[config.mk]
export PLATFORM = sky130hd
export DESIGN_NAME = dmem_arbiter
export DESIGN_NICKNAME = d
export VERILOG_FILES = /design/src/rtl/dmem_arbiter.sv
export SDC_FILE = /design/constraint.sdc
export NUM_CORES = 1
export LEC_CHECK = 0
export CAP_MARGIN = 20
export CORE_AREA = 2 2 126 128
export DETAILED_ROUTE_END_ITERATION = 10
export DIE_AREA = 0 0 128 130
export PLACE_DENSITY_LB_ADDON = 0.1
export SYNTH_ARGS = -nofsm -noshare
export SYNTH_HDL_FRONTEND = slang
export SYNTH_SLANG_ARGS = --single-unit
export TNS_END_PERCENT = 5
[constraint.sdc]
create_clock -name clk -period 5.76 [get_ports clk]
set_input_delay 1.152 -clock clk [delete_from_list [all_inputs] [get_ports clk]]
set_output_delay 1.152 -clock clk [all_outputs]
set_load 0.005 [all_outputs]
[src/rtl/dmem_arbiter.sv]
// Purpose : two-master arbiter in front of the single data-memory port (m0 = core load/store, m1 = loader/debug/DMA).
// Latency : grant is combinational in the request cycle; load data returns registered one cycle after the grant.
// Backpressure: a requester that loses arbitration sees mN_stall and must hold req/attributes until granted.
//
// Ports:
//   clk, reset                     rising-edge clock, asynchronous active-high reset
//   mN_req/we/mode/adrs/wdata      request from master N (N = 0, 1), held stable until mN_gnt
//   mN_gnt, mN_stall               combinational grant / stall for master N
//   mN_rvalid, mN_rdata            registered load return for master N (one-cycle valid pulse)
//   dmemAdrs/DataStore/WE/Mode     muxed access towards dmem (write is synchronous in dmem)
//   dmemDataRead                   combinational read data from dmem
//   conflict_cnt                   saturating count of cycles with both masters requesting
module dmem_arbiter #(
    parameter int PRIORITY_M0 = 1,
    parameter int MAX_BURST   = 4,
    parameter int CNT_W       = 16
) (
    input  logic             clk,
    input  logic             reset,

    input  logic             m0_req,
    input  logic             m0_we,
    input  logic [2:0]       m0_mode,
    input  logic [31:0]      m0_adrs,
    input  logic [31:0]      m0_wdata,
    output logic             m0_gnt,
    output logic             m0_stall,
    output logic             m0_rvalid,
    output logic [31:0]      m0_rdata,

    input  logic             m1_req,
    input  logic             m1_we,
    input  logic [2:0]       m1_mode,
    input  logic [31:0]      m1_adrs,
    input  logic [31:0]      m1_wdata,
    output logic             m1_gnt,
    output logic             m1_stall,
    output logic             m1_rvalid,
    output logic [31:0]      m1_rdata,

    output logic [31:0]      dmemAdrs,
    output logic [31:0]      dmemDataStore,
    output logic             dmemWE,
    output logic [2:0]       dmemMode,
    input  logic [31:0]      dmemDataRead,

    output logic [CNT_W-1:0] conflict_cnt
);

    localparam int BW = $clog2(MAX_BURST + 1);

    // last_grant: 0 = m0 served most recently, 1 = m1. Resets to m1 so the
    // first tie in round-robin mode goes to m0.
    logic             last_grant;
    logic [BW-1:0]    burst_cnt;
    logic [CNT_W-1:0] cnt_q;

    logic both_req;
    logic pick_m1;
    logic g0;
    logic g1;

    // ------------------------------------------------------------------
    // Arbitration
    // ------------------------------------------------------------------
    always_comb begin
        both_req = m0_req & m1_req;
        pick_m1  = 1'b0;
        if (PRIORITY_M0 != 0) begin
            // m0 normally wins; after MAX_BURST consecutive wins over a
            // waiting m1, m1 gets exactly one slot.
            pick_m1 = (burst_cnt == BW'(MAX_BURST));
        end else begin
            // Alternate: whoever did not win last time.
            pick_m1 = ~last_grant;
        end

        g0 = 1'b0;
        g1 = 1'b0;
        // Nothing is granted while reset is high, so no write can reach dmem.
        if (!reset) begin
            if (both_req) begin
                g1 = pick_m1;
                g0 = ~pick_m1;
            end else begin
                g0 = m0_req;
                g1 = m1_req;
            end
        end
    end

    assign m0_gnt   = g0;
    assign m1_gnt   = g1;
    assign m0_stall = m0_req & ~g0 & ~reset;
    assign m1_stall = m1_req & ~g1 & ~reset;

    // ------------------------------------------------------------------
    // Datapath mux: idle cycles drive zeros rather than a stale master.
    // ------------------------------------------------------------------
    always_comb begin
        dmemAdrs      = 32'h0;
        dmemDataStore = 32'h0;
        dmemWE        = 1'b0;
        dmemMode      = 3'b000;
        if (g0) begin
            dmemAdrs      = m0_adrs;
            dmemDataStore = m0_wdata;
            dmemWE        = m0_we;
            dmemMode      = m0_mode;
        end else if (g1) begin
            dmemAdrs      = m1_adrs;
            dmemDataStore = m1_wdata;
            dmemWE        = m1_we;
            dmemMode      = m1_mode;
        end
    end

    assign conflict_cnt = cnt_q;

    // ------------------------------------------------------------------
    // Arbitration state and performance counter
    // ------------------------------------------------------------------
    always_ff @(posedge clk or posedge reset) begin
        if (reset) begin
            last_grant <= 1'b1;
            burst_cnt  <= '0;
            cnt_q      <= '0;
        end else begin
            if (g0) begin
                last_grant <= 1'b0;
            end else if (g1) begin
                last_grant <= 1'b1;
            end

            // Counts only m0 wins that made m1 wait; any m1 service or an
            // absent m1 request restarts the run.
            if (g1 || !m1_req) begin
                burst_cnt <= '0;
            end else if (g0 && (burst_cnt != BW'(MAX_BURST))) begin
                burst_cnt <= burst_cnt + BW'(1);
            end

            if (both_req && (cnt_q != '1)) begin
                cnt_q <= cnt_q + CNT_W'(1);
            end
        end
    end

    // ------------------------------------------------------------------
    // Read return: capture dmem read data on the edge that ends a granted
    // load. rdata is only rewritten by that master's own loads.
    // ------------------------------------------------------------------
    always_ff @(posedge clk or posedge reset) begin
        if (reset) begin
            m0_rvalid <= 1'b0;
            m0_rdata  <= 32'h0;
            m1_rvalid <= 1'b0;
            m1_rdata  <= 32'h0;
        end else begin
            m0_rvalid <= g0 & ~m0_we;
            m1_rvalid <= g1 & ~m1_we;
            if (g0 && !m0_we) begin
                m0_rdata <= dmemDataRead;
            end
            if (g1 && !m1_we) begin
                m1_rdata <= dmemDataRead;
            end
        end
    end

endmodule
==> flow_metrics.py, run 1 <==
metrics = {
    "floorplanning": {
        "die_h_um": 130,
        "start_util_pct": 27.6,
        "pin_count": 326,
        "dieArea_sq_um": 16600,
        "core_sq_um": 15400,
        "num_rows": 46,
        "die_x_um": 128,
    },
    "routing": {
        "ant_nets": 0,
        "first_iter_violations": 181,
        "dr.pass1.iters": 4,
        "route.final.wire_length_um": 16500,
        "wl_per_cell_um": 19.9,
        "num_vias": 3997,
        "vias_per_cell": 4.80,
        "drc": 0,
    },
    "worst_setup_path": {
        "setup.worst_path.start": "reset",
        "worst_ep_arrival_time_ns": 3.59,
        "endpoint": "dmemMode[2]",
        "crit_type": "input pin to output port",
        "startpoint_type": "input pin",
        "reg2reg_to": "m1_rdata[13]",
        "critical_path.max_fanout": 70,
        "required_ns": 4.61,
        "reg2reg_slack_ns": 2.68,
        "reg2reg_depth": 7,
        "worstReg2RegStart": "burst_cnt[0]",
        "worst_setup_path_end_kind": "output port",
    },
    "timing": {
        "finalSetupViolCount": 0,
        "max_freq_ghz": 0.211,
        "rsz0062_at_grt": "no",
        "slew_headroom_pct": 31.8,
        "hold_viol_final": 0,
        "finClkSkew_ns": 0.00882,
        "report.final.slew_viol_count": 0,
        "tns_ns": 0,
        "fin_crit_sh_pct": 82.4,
        "fin_crit_ns": 4.75,
        "worstMarginPinSlew_ns": 1.02,
    },
    "global_routing": {
        "overflow": 0,
        "grt_util_all_layers_pct": 18.8,
        "antenna_found_initial": 2,
        "grt_pass1_wl_um": 23900,
        "grt_pass1_vias": 3992,
        "grt_max_degree": 71,
    },
    "finish": {
        "final_cells": 833,
        "drive_above_1_share_pct": 12.8,
        "antenna_cells": 0,
        "num-nets-final": 811,
        "layout_commonest_cell": "clkdlybuf4s50_1",
        "regArea_sq_um": 2130,
        "area_growth_pct": 85.6,
        "fillers": 1384,
        "layout_common_cells": "325 x clkdlybuf4s50_1, 85 x dfrtp_1, 68 x a22o_1, 31 x mux2_2, 29 x mux2_4",
        "multi_input_area_sq_um": 1960,
    },
    "power_and_ir_drop": {
        "peakVddDrop_uv": 138,
        "netSwitchingPower_w": 0.000500,
        "power_frac_comb_pct": 33.3,
        "p_leak_nw": 3.21,
        "internal_power_w": 0.00148,
        "seq_power_share_pct": 40.1,
        "power_density_nw_per_um2": 250,
        "p_sw_share_pct": 25.3,
        "clkPwrFrac_pct": 26.6,
    },
    "placement": {
        "dp_hpwl_um": 12800,
        "routabilityCongestion": 0.828,
        "io_buffers": 325,
        "dp.cells": 817,
    },
    "clock_network": {
        "cts_hold_buf": 0,
        "ctsResizeCount": 0,
        "cts_tree": "yes",
        "clk_latency_ns": 0.33,
        "clock_path_buffers": 2,
        "path_clk_slew_ns": 0.06,
        "htreeDepth": 3,
        "clkSinkCount": 85,
        "root_buffer": "clkbuf_16",
        "cts_made_buffers": 9,
        "cts_setup_buffers": 0,
    },
    "synthesis": {
        "yosys-top-cells-area": "dfrtp_1 50%, a22o_1 14%, mux2_4 10%",
        "ys_warn_count": 0,
        "synth_flop_cell": "dfrtp_1",
        "syn_nets": 496,
        "yosys.area.top_type": "dfrtp_1",
        "async_reset_ff_share_pct": 100,
        "syn-cell-area_sq_um": 4250,
        "synth_top_area_share_pct": 50.0,
        "post_synth_inst_count": 321,
        "ys_ff_latch": 85,
        "synth_area_per_cell_sq_um": 13.2,
        "yosysSeqAreaShare_pct": 50.0,
        "synth_edf_count": 0,
        "synthDistinctLibCells": 34,
    },
    "flow_run": {
        "max-cap-violations": 0,
    },
    "hold_path": {
        "min_path_type": "flop to flop",
    },
    "run_status": {
        "status": "finished, final reports clean",
    },
}
==> state kept, by name, indices dropped and copies added (netlist names) <==
name / count
m1_rdata: 32
m0_rdata: 32
conflict_cnt: 16
m1_rvalid: 1
burst_cnt: 3
m0_rvalid: 1
==> kinds of logic (layout without fill, tap and decap cells) <==
kind of cell    Yosys count  in the layout  synth area share, %
compound gates           82             82                 16.0
xor+xnor                  9              9                 1.85
fa+ha+maj                 3              3                0.883
buf+inv                  29            349                 4.21
flops                    85             85                 50.0
mux                      69             69                 20.8
simple gates             44             44                 6.18
==> power groups by stage <==
stage               clock network, W  registers, W  logic [W]
floorplan                          0      0.000798   0.000201
finish                      0.000527      0.000793   0.000657
global placement                   0      0.000799   0.000656
CTS                         0.000547      0.000793   0.000668
global route                0.000572      0.000810   0.000708
detailed placement                 0      0.000801   0.000662
==> layer usage <==
metal  global-route usage [%]  part of all wire [%]
met1                     23.7                    42
met2                     30.8                    49
met3                     7.67                   8.5
met4                     3.56                  0.96
met5                        0                  0.16
==> area by class of cell <==
cell class	count	share of cell area, %
clock inverters	3	0.238
well taps	192	3.04
clock buffers	13	3.17
repair buffers	328	41.5
flip-flops and latches	85	26.9
inverters	5	0.254
multi-input cells	207	24.9
==> critical path: stages <==
cell and delay, ns:
clkdlybuf4s50_1 0.53, clkinv_2 0.32, and3_4 0.74, a22o_1 0.27, clkdlybuf4s50_1 0.53
==> stage by stage <==
step / hold WS [ns] / utilization [%] / cell area [sq um] / setup slack [ns] / total power, W
5_1_grt: 0.520 / 51.2 / 7890 / 0.831 / 0.00209
4_1_cts: 0.493 / 51.2 / 7890 / 1.01 / 0.00201
2_1_floorplan: 0.483 / - / 4250 / 0.569 / 0.000998
3_3_place_gp: 0.470 / 49.4 / 7620 / 1.06 / 0.00146
6_report: 0.491 / 51.2 / 7890 / 1.01 / 0.00198
3_5_place_dp: 0.479 / 49.4 / 7620 / 1.02 / 0.00146
==> worst min-delay path by stage <==
| stage | startpoint | end | depth (start not counted) | slack (ns) |
|---|---|---|---|---|
| 2_1_floorplan | m1_rdata[0] | m1_rdata[0] | 1 | 0.48 |
| 3_3_place_gp | m1_rdata[2] | m1_rdata[2] | 1 | 0.47 |
| 3_5_place_dp | m1_rdata[6] | m1_rdata[6] | 1 | 0.48 |
| 4_1_cts | m1_rdata[6] | m1_rdata[6] | 1 | 0.49 |
| 5_1_grt | m0_rdata[29] | m0_rdata[29] | 1 | 0.52 |
| 6_report | m1_rdata[6] | m1_rdata[6] | 1 | 0.49 |
==> cells in the mapped netlist, types with 5 or more instances <==
library cell	n
mux2_4	29
o21ai_0	7
nor3_1	5
inv_1	5
nand2_1	7
mux2_2	31
xnor2_1	5
mux2_1	9
clkbuf_1	10
buf_2	5
dfrtp_1	85
nor2_1	5
nand4_1	5
a22o_1	68
nand3_1	9
buf_6	8
Note: power is estimated with default switching activity, not from simulation.
==> run 2: changes to the inputs <==
- clock period: 5.76 -> 4.9 ns (I/O delays scaled with it)
==> run 2 against run 1 <==
Cell area rose by 0.68%. Setup slack got worse by 0.25 ns. Highest routed layer unchanged. Register-to-register slack got worse by 0.57 ns.
==> flow_metrics.py, run 2 (synthesized netlist as in run 1, its figures left out) <==
metrics = {
    "run_status": {
        "status": "finished, final reports clean",
    },
    "floorplanning": {
        "pin_count": 326,
        "dieArea_sq_um": 16600,
        "die_h_um": 130,
        "num_rows": 46,
        "die_x_um": 128,
        "start_util_pct": 27.6,
        "core_sq_um": 15400,
    },
    "timing": {
        "slew_headroom_pct": 48.2,
        "finalSetupViolCount": 0,
        "max_freq_ghz": 0.242,
        "rsz0062_at_grt": "no",
        "hold_viol_final": 0,
        "worstMarginPinSlew_ns": 0.777,
        "report.final.slew_viol_count": 0,
        "tns_ns": 0,
        "fin_crit_ns": 4.14,
        "fin_ws_ns": 0.763,
        "finClkSkew_ns": 0.00829,
        "fin_crit_sh_pct": 84.4,
    },
    "placement": {
        "routabilityCongestion": 0.800,
        "pre_cts_slack_ns": 0.781,
        "dp_hpwl_um": 12700,
        "io_buffers": 325,
    },
    "global_routing": {
        "grt_util_all_layers_pct": 18.2,
        "antenna_found_initial": 1,
        "gr-usage-met3_pct": 8.53,
        "grt-busiest-layer": "met2",
        "grt_pass1_vias": 3943,
        "met2_usage_pct": 29.6,
        "grt_pass1_wl_um": 23100,
        "grt_max_degree": 86,
        "overflow": 0,
        "grt_util_met1_pct": 22.4,
    },
    "clock_network": {
        "cts_tree": "yes",
        "htreeDepth": 3,
        "path_clk_slew_ns": 0.06,
        "clock_path_buffers": 2,
        "clk_latency_ns": 0.33,
        "cts_hold_buf": 0,
        "cts_made_buffers": 9,
        "cts_setup_buffers": 0,
        "root_buffer": "clkbuf_16",
        "clkSinkCount": 85,
        "ctsResizeCount": 0,
    },
    "worst_setup_path": {
        "path_cells": "clkdlybuf4s50_1 -> nand3_1 -> and3_4 -> a22o_1 -> clkdlybuf4s50_1",
        "cpLargestDelayFamily": "buffers and inverters",
        "reg2reg_slack_ns": 2.11,
        "max_stage_delay_ns": 0.69,
        "cpMostUsedCell": "clkdlybuf4s50_1",
        "crit_type": "input pin to output port",
        "required_ns": 3.92,
        "startpoint_type": "input pin",
        "slowest_stage": "and3_4",
        "crit_buf_inv": 2,
        "worst_ep_arrival_time_ns": 3.16,
        "worst_setup_path_end_kind": "output port",
        "critical_path.max_fanout": 70,
    },
    "routing": {
        "wl_per_cell_um": 19.3,
        "dr.pass1.iters": 4,
        "first_iter_violations": 171,
        "ant_nets": 0,
        "route.final.wire_length_um": 16200,
        "vias_per_cell": 4.73,
        "drc": 0,
        "num_vias": 3957,
    },
    "flow_run": {
        "max-cap-violations": 0,
    },
    "finish": {
        "fin_util_pct": 51.5,
        "layout_common_cells": "325 x clkdlybuf4s50_1, 85 x dfrtp_1, 68 x a22o_1, 31 x mux2_2, 29 x mux2_4",
        "area_growth_pct": 86.9,
        "regArea_sq_um": 2130,
        "num-nets-final": 814,
        "drive_above_1_share_pct": 13.4,
        "multi_input_area_sq_um": 1960,
        "antenna_cells": 0,
        "fillers": 1342,
        "layout_commonest_cell": "clkdlybuf4s50_1",
    },
    "power_and_ir_drop": {
        "power_density_nw_per_um2": 291,
        "p_leak_nw": 3.23,
        "peakVddDrop_uv": 203,
    },
    "hold_path": {
        "min_path_type": "flop to flop",
    },
}
==> run 2: worst paths after layout <==
path | depth (start not counted) | to | from
max | 5 | dmemAdrs[5] | m1_req
min | 1 | m1_rdata[26] | m1_rdata[26]
max reg2reg | 7 | m0_rdata[28] | burst_cnt[0]
min reg2reg | 1 | m1_rdata[26] | m1_rdata[26]
max in group asynchronous | 4 | m1_rdata[3] | reset
min in group asynchronous | 3 | conflict_cnt[2] | reset
==> run 2: metrics by stage <==
step	cells	power (W)	hold WS, ns	area [sq um]
after global routing	836	0.00245	0.513	7950
after CTS	835	0.00235	0.489	7920
final	836	0.00231	0.487	7950
after global placement	819	0.00171	0.469	7650
after floorplan	321	0.00117	0.483	4250
after detailed placement	819	0.00171	0.474	7650
==> run 2: routing by layer <==
metal	up-vias	share of wire, %
met5	-	0.080
met4	2	1.1
met3	17	11
met2	171	49
met1	1910	39
li1	1857	-
==> run 2: worst reg2reg max path: stages, from the launching register on <==
cell	delay [ns]
dfrtp_1	0.38
inv_1	0.06
ha_1	0.21
nand3_1	0.07
and3_4	0.69
nor2b_4	0.31
buf_4	0.51
mux2_2	0.44
==> run 2: where the power goes <==
| group | internal (W) | switching [W] |
|---|---|---|
| combinational | 0.000548 | 0.000226 |
| sequential | 0.000834 | 0.0000905 |
| clock | 0.000345 | 0.000272 |
==> run 2: layout make-up <==
type / count / share of cell area (%)
timing repair buffer: 331 / 41.9
sequential: 85 / 26.8
multi-input combinational: 207 / 24.7
tap: 192 / 3.02
clock buffer: 11 / 2.93
clock inverter: 5 / 0.441
inverter: 5 / 0.252
==> run 3: changes to the inputs <==
- clock period: 4.9 -> 4.04 ns (I/O delays scaled with it)
==> run 3 against run 2 <==
Sequential share of layout area decreased by 0.19 points. Power increased by 26%. Utilization grew 0.37 points. Clock skew is essentially flat. First-iteration DRC count shrank 13%. Combinational power up 22%.
==> flow_metrics.py, run 3 (synthesized netlist as in run 1, its figures left out) <==
metrics = {
    "run_status": {
        "status": "finished, final reports clean",
    },
    "clock_network": {
        "htreeDepth": 3,
        "cts_made_buffers": 9,
        "clock_path_buffers": 2,
        "cts_setup_buffers": 0,
        "cts_hold_buf": 0,
        "cts_tree": "yes",
        "ctsResizeCount": 0,
        "clk_latency_ns": 0.34,
        "root_buffer": "clkbuf_16",
        "clkSinkCount": 85,
        "path_clk_slew_ns": 0.07,
    },
    "finish": {
        "layout_common_cells": "325 x clkdlybuf4s50_1, 85 x dfrtp_1, 68 x a22o_1, 31 x mux2_2, 29 x mux2_4",
        "fin_util_pct": 51.9,
        "area_growth_pct": 88.2,
        "design_area_sq_um": 8010,
        "drive_above_1_share_pct": 13.8,
        "layout_commonest_cell": "clkdlybuf4s50_1",
        "num-nets-final": 815,
    },
    "worst_setup_path": {
        "required_ns": 3.23,
        "startpoint_type": "input pin",
        "cpLargestDelayFamily": "buffers and inverters",
        "worst_ep_arrival_time_ns": 2.90,
        "cpMostUsedCell": "clkdlybuf4s50_1",
        "critical_path.max_fanout": 31,
        "worst_setup_path_end_kind": "output port",
        "slowest_stage": "clkdlybuf4s50_1",
        "crit_type": "input pin to output port",
        "crit_buf_inv": 3,
        "max_stage_delay_ns": 0.55,
        "path_cells": "clkdlybuf4s50_1 -> nand3_1 -> and3_4 -> buf_12 -> a22o_1 -> clkdlybuf4s50_1",
    },
    "floorplanning": {
        "pin_count": 326,
        "die_x_um": 128,
        "die_h_um": 130,
        "num_rows": 46,
        "dieArea_sq_um": 16600,
        "core_sq_um": 15400,
        "start_util_pct": 27.6,
    },
    "routing": {
        "wl_met3_um": 1870,
        "met2WireLength_um": 8140,
        "dr.max_layer_used": "met5",
        "routedLengthMet1_um": 7040,
        "wl_per_cell_um": 20.5,
        "dr.pass1.iters": 5,
        "ant_nets": 0,
        "route.final.wire_length_um": 17200,
        "drc": 0,
        "vias_per_cell": 4.79,
        "num_vias": 4020,
        "first_iter_violations": 148,
    },
    "timing": {
        "tns_ns": 0,
        "max_freq_ghz": 0.270,
        "report.final.slew_viol_count": 0,
        "rsz0062_at_grt": "no",
        "fin_crit_ns": 3.71,
        "finalSetupViolCount": 0,
        "worstMarginPinSlew_ns": 0.743,
        "fin_crit_sh_pct": 91.8,
        "hold_slack_ns": 0.487,
        "slew_headroom_pct": 50.5,
        "hold_viol_final": 0,
        "finClkSkew_ns": 0.00792,
    },
    "power_and_ir_drop": {
        "p_leak_nw": 3.24,
        "power_density_nw_per_um2": 363,
        "peakVddDrop_uv": 201,
        "power_w": 0.00291,
    },
    "global_routing": {
        "overflow": 0,
        "grt_util_all_layers_pct": 19.0,
        "grt_pass1_vias": 3938,
        "grt_max_degree": 71,
        "antenna_found_initial": 2,
        "grt_pass1_wl_um": 23900,
    },
    "flow_run": {
        "max-cap-violations": 0,
    },
    "placement": {
        "place_area_sq_um": 7690,
        "dp_hpwl_um": 13500,
        "io_buffers": 325,
        "routabilityCongestion": 0.851,
    },
    "hold_path": {
        "min_path_type": "flop to flop",
    },
}
-- run 3: changes by cell type in the layout (fill, tap and decap cells not counted), sizes merged --
| cell | change |
|---|---|
| diode | +2 |
| clkbuf | -1 |
| buf | +1 |
| clkinvlp | +2 |
| bufinv | +1 |
| clkinv | -2 |
-- run 3: layout make-up --
cell class	count	area [sq um]
diodes	2	5.00
clock buffers	10	239
clock inverters	6	71.3
fillers	1370	7420
inverters	5	22.5
multi-input cells	207	1960
flip-flops and latches	85	2130
well taps	192	240
repair buffers	332	3340
-- run 3: per-layer routing --
metal | up-vias | GRT usage [%]
li1 | 1858 | -
met1 | 1947 | 23.9
met2 | 196 | 29.8
met3 | 15 | 9.96
met4 | 4 | 3.23
met5 | - | 0
-- run 3: path summary, 6_finish.rpt --
check                                  endpoint         start  depth (start not counted)  slack, ns
worst max-delay path                dmemAdrs[7]        m1_req                          6       0.33
worst min-delay path               m1_rdata[25]  m1_rdata[25]                          1       0.49
worst max register to register     m1_rdata[12]  burst_cnt[0]                          8       1.62
worst min register to register     m1_rdata[25]  m1_rdata[25]                          1       0.49
max in group asynchronous       conflict_cnt[4]         reset                          4       1.87
min in group asynchronous          burst_cnt[1]         reset                          3       1.09
-- run 3: per-stage QoR --
step | cells | setup slack [ns]
floorplan | 321 | 0.159
global placement | 821 | 0.346
detailed placement | 821 | 0.344
CTS | 837 | 0.340
global route | 837 | 0.258
finish | 839 | 0.332
-- run 3: power by group --
group | total, W | switching (W) | internal [W] | leakage [nW]
combinational | 0.000944 | 0.000279 | 0.000665 | 2.05
sequential | 0.00112 | 0.000112 | 0.00101 | 1.04
clock | 0.000841 | 0.000341 | 0.000500 | 0.145
total | 0.00291 | 0.000732 | 0.00218 | 3.24
